--- src/rtl/gcd_core_pkg.sv ---
// Shared types for the subtractive-Euclid GCD engine.
package gcd_core_pkg;

  // Controller state encoding: IDLE=0, BUSY=1, DONE=2.
  typedef enum logic [1:0] {
    IDLE = 2'd0,
    BUSY = 2'd1,
    DONE = 2'd2
  } state_t;

endpackage

--- src/rtl/gcd_core_step.sv ---
// One subtractive-Euclid step: decides completion or subtracts the smaller
// working value from the larger one. Purely combinational.
module gcd_step #(
  parameter int DATA_WIDTH = 8
) (
  input  logic [DATA_WIDTH-1:0] ra,
  input  logic [DATA_WIDTH-1:0] rb,
  output logic [DATA_WIDTH-1:0] ra_nxt,
  output logic [DATA_WIDTH-1:0] rb_nxt,
  output logic                  done,
  output logic [DATA_WIDTH-1:0] result
);

  // Priority: equality, then either operand zero, then larger-minus-smaller.
  always_comb begin
    // NOTE: every output gets a default first so no path leaves one unassigned (no latch).
    ra_nxt = ra;
    rb_nxt = rb;
    done   = 1'b0;
    result = ra;
    if (ra == rb) begin
      done   = 1'b1;
      result = ra;
    end else if (ra == '0) begin
      done   = 1'b1;
      result = rb;
    end else if (rb == '0) begin
      done   = 1'b1;
      result = ra;
    end else if (ra > rb) begin
      ra_nxt = ra - rb;
    end else begin
      rb_nxt = rb - ra;
    end
  end

endmodule

--- src/rtl/gcd_core.sv ---
// Iterative GCD engine: one subtraction per clock, registered result and
// level valid. Holds the FSM and working registers; the step logic lives
// in gcd_step.
module gcd_core
  import gcd_core_pkg::*;
#(
  parameter int DATA_WIDTH = 8
) (
  input  logic                  clk,
  input  logic                  reset,
  input  logic                  enable,
  input  logic [DATA_WIDTH-1:0] a,
  input  logic [DATA_WIDTH-1:0] b,
  output logic                  valid,
  output logic [DATA_WIDTH-1:0] y
);

  state_t                state;
  logic [DATA_WIDTH-1:0] ra;
  logic [DATA_WIDTH-1:0] rb;
  logic [DATA_WIDTH-1:0] ra_nxt;
  logic [DATA_WIDTH-1:0] rb_nxt;
  logic                  step_done;
  logic [DATA_WIDTH-1:0] step_result;

  gcd_step #(.DATA_WIDTH(DATA_WIDTH)) u_step (
    .ra     (ra),
    .rb     (rb),
    .ra_nxt (ra_nxt),
    .rb_nxt (rb_nxt),
    .done   (step_done),
    .result (step_result)
  );

  // Controller: accept a request when idle or done, iterate while busy,
  // publish y and valid together on completion.
  always_ff @(posedge clk) begin
    // NOTE: sequential state uses non-blocking assignments so all registers update from pre-edge values.
    if (reset) begin
      state <= IDLE;
      valid <= 1'b0;
      y     <= '0;
      ra    <= '0;
      rb    <= '0;
    end else begin
      unique case (state)
        IDLE, DONE: begin
          if (enable) begin
            ra    <= a;
            rb    <= b;
            valid <= 1'b0;
            state <= BUSY;
          end
        end
        BUSY: begin
          // A new enable here is deliberately ignored; operands stay put.
          if (step_done) begin
            y     <= step_result;
            valid <= 1'b1;
            state <= DONE;
          end else begin
            ra <= ra_nxt;
            rb <= rb_nxt;
          end
        end
        default: state <= IDLE;
      endcase
    end
  end

endmodule

--- config.mk ---
export PLATFORM = sky130hd
export DESIGN_NAME = gcd_core
export DESIGN_NICKNAME = d
export VERILOG_FILES = /design/src/rtl/gcd_core_pkg.sv /design/src/rtl/gcd_core_step.sv /design/src/rtl/gcd_core.sv
export SDC_FILE = /design/constraint.sdc
export NUM_CORES = 1
export LEC_CHECK = 0
export ABC_AREA = 1
export BUFFER_PORTS_ARGS = -buffer_cell sky130_fd_sc_hd__buf_2
export CAP_MARGIN = 20
export CORE_AREA = 2 2 78 62
export CTS_BUF_LIST = sky130_fd_sc_hd__clkbuf_8
export DETAILED_ROUTE_END_ITERATION = 6
export DIE_AREA = 0 0 80 64
export MAX_ROUTING_LAYER = met4
export PLACE_DENSITY_LB_ADDON = 0.25
export SYNTH_ARGS = -nofsm -noshare
export SYNTH_HDL_FRONTEND = slang
export SYNTH_SLANG_ARGS = --single-unit
export TNS_END_PERCENT = 50
--- constraint.sdc ---
create_clock -name clk -period 2.8 [get_ports clk]
set_input_delay 0.56 -clock clk [delete_from_list [all_inputs] [get_ports clk]]
set_output_delay 0.56 -clock clk [all_outputs]
set_load 0.005 [all_outputs]
==> flow_summary_export.csv <==
group,metric,value,unit
status,status,"complete, no violations",
die,io_pins,28,
sta,fin_skew,0.00209,ns
clock_tree,cts_buffer_depth,2,
sta,clock.fmax,418,MHz
critical_path,worst-path-buf-inv,2,
die,dieArea,0.00512,mm^2
placement,pre_cts_ws,0.420,ns
die,core.rowCount,21,
global_route,track_usage,22.7,%
critical_path,r2r_end,"rb[5]",
cells_and_area,drive_above_1_share,12.7,%
global_route,grt_max_degree,25,
critical_path,worst-path-max-fanout,11,
critical_path,r2r-start,"ra[0]",
routing,met3_length,177,um
critical_path,crit_family,"simple AND/OR/NAND/NOR gates",
clock_tree,ctsResizeCount,0,
routing,drcViolationCount,0,
critical_path,critical_path.most_common_cell,"nand2_1",
critical_path,required,2.98,ns
sta,slew_headroom,54.5,%
cells_and_area,final_common_cell,"nand2_1",
die,initial_utilization,48.9,%
cells_and_area,final_cell_mix,"nand2_1, nor2_1, inv_1",
clock_tree,postCtsHoldBufs,0,
sta,fin_crit_sh,85.4,%
min_path,hp-start,"valid",
critical_path,crit_type,"reg -> reg",
logic_synthesis,syn_nets,375,
clock_tree,clk_pin_slew_worst_paths,0.09,ns
critical_path,end_kind,"flip-flop",
sta,fin_ws,0.408,ns
die,die_x,80,um
placement,hpwl,4120,um
sta,drv_slew,0,
logic_synthesis,synthDistinctLibCells,28,
global_route,overflow,0,
logic_synthesis,yosysWarnings,0,
routing,dr.max_layer_used,"met3",
clock_tree,h-tree-depth,1,
cells_and_area,antenna_cells,0,
clock_tree,cts_tree,"built",
power,irDropWorstVdd,0.521,mV
global_route,grt_pass1_vias,1906,
critical_path,max_stage_delay,0.39,ns
routing,drt_first_pass_iters,4,
routing,post_drt_wl_per_cell,12.3,um
critical_path,rrSetupSlack,0.41,ns
sta,fin_crit,2.39,ns
flow_run,maxCapViolations,0,
critical_path,worstSetupStartpointType,"flip-flop",
min_path,hp-class,"reg -> reg",
sta,worst_slew_pin_slew,0.682,ns
clock_tree,clk_latency,0.28,ns
cells_and_area,fin_util,53.7,%
clock_tree,cts_setup_buffers,0,
routing,drt-total-wl,5150,um
logic_synthesis,synthCells,339,
global_route,grt_pass1_wl,8760,um
placement,gp_congestion,0.883,
routing,ant_nets,0,
die,die_y,64,um
clock_tree,numCtsBuffers,3,
routing,drt-vias-per-instance,4.93,
global_route,antenna_found_initial,0,
min_path,min_to,"valid",
routing,met1_length,2560,um
critical_path,arrival,2.57,ns
critical_path,r2r_cells,13,
routing,drt_iter0_markers,106,
sta,finalHoldViolCount,0,
placement,io_buffer_count,27,
critical_path,cp_slowest_cell,"dfxtp_1",
min_path,whs_path_depth,2,
cells_and_area,layout-area-overhead-vs-synth,9.73,%
logic_synthesis,syn_area,0.00211,mm^2
clock_tree,cts-root-buf,"clkbuf_8",
cells_and_area,final_nets,400,
routing,dr_wl_met2,2420,um
logic_synthesis,ys_seq_area_share,25.6,%
sta,setup_violations,0,
routing,vias,2071,
power,power.density,1390,mW/mm^2
power,p_leak,0.00123,uW
sta,finalSetupTns,0,ns
critical_path,path_cells,"inv_1 -> ha_1 -> fa_1 -> inv_1 -> nand2_1 -> nand2_1 -> nand3_1 -> nand2_1 -> nand3_1 -> nand2_1 -> nand2_1 -> nand2_1 -> nor2_1",
clock_tree,cts_sinks,27,
die,core,0.00431,mm^2
sta,rsz0062_at_grt,"false",
logic_synthesis,syn_avg_cell_area,6.22,um^2
logic_synthesis,synth-seq-cells,27,
[how the worst max path moves through the flow]
stage / end / cells past startpoint / slack, ns / start
3_5_place_dp: rb[5] / 13 / 0.42 / ra[0]
4_1_cts: rb[5] / 13 / 0.41 / ra[0]
5_1_grt: rb[5] / 13 / 0.14 / ra[0]
6_report: rb[5] / 13 / 0.41 / ra[0]
3_3_place_gp: rb[7] / 13 / 0.53 / ra[0]
2_1_floorplan: rb[1] / 12 / 0.94 / ra[0]
[through the flow]
step	instance area [um^2]	hold WS (ns)	cells	power, uW
CTS	2310	0.474	420	3200
floorplan	2110	0.456	339	2450
global route	2310	0.472	420	3590
global placement	2270	0.455	416	2940
detailed placement	2270	0.461	416	2970
finish	2310	0.471	420	3210
[power breakdown]
part	internal (uW)	leakage, uW	switching, uW
Sequential	546	0.000222	141
Combinational	793	0.000979	1500
Clock	98.6	0.0000269	126
[per-layer routing]
metal  vias up  track usage (%)
li1       1115                -
met4         0             3.81
met3         0             3.81
met5         -                -
met2        37             36.7
met1       919             30.3
[worst min-delay path, cell delays in order, from the launching register on]
cell and delay, ns:
dfxtp_1 0.32, nand2_1 0.06, a21oi_1 0.06
[registers in the layout, summed over array words and instances, names as in the netlist]
signal	flops
rb	8
ra	8
state	2
y	8
valid	1
[final cells by class]
class,instances,area (um^2)
Fill cell,440,2000
Sequential cell,27,541
Tap cell,57,71.3
Multi-Input combinational cell,260,1350
Clock inverter,1,3.75
Inverter,44,165
Clock buffer,3,41.3
Timing Repair Buffer,28,143
[synth_stat cells, drive strengths merged]
cell type | number | area, um^2
a21oi | 29 | 145
a22oi | 1 | 7.51
a31oi | 1 | 6.26
buf | 5 | 32.5
clkbuf | 3 | 21.3
dfxtp | 27 | 541
fa | 2 | 40.0
ha | 15 | 188
inv | 44 | 165
nand2 | 105 | 424
nand3 | 24 | 135
nand3b | 4 | 30.0
nand4 | 2 | 27.5
nor2 | 51 | 206
o21ai | 22 | 110
o21bai | 1 | 7.51
or2 | 2 | 12.5
xor2 | 1 | 8.76
[cells by family after synthesis]
logic type,after synthesis,synth area share (%)
xor gates and xnor gates,1,0.416
AOI/OAI and AO/OA,54,13.1
adders and majority gates,17,10.8
buffers and inverters,52,10.4
DFF,27,25.6
and+or+nand+nor,188,39.6
(Power assumes the default switching activity.)
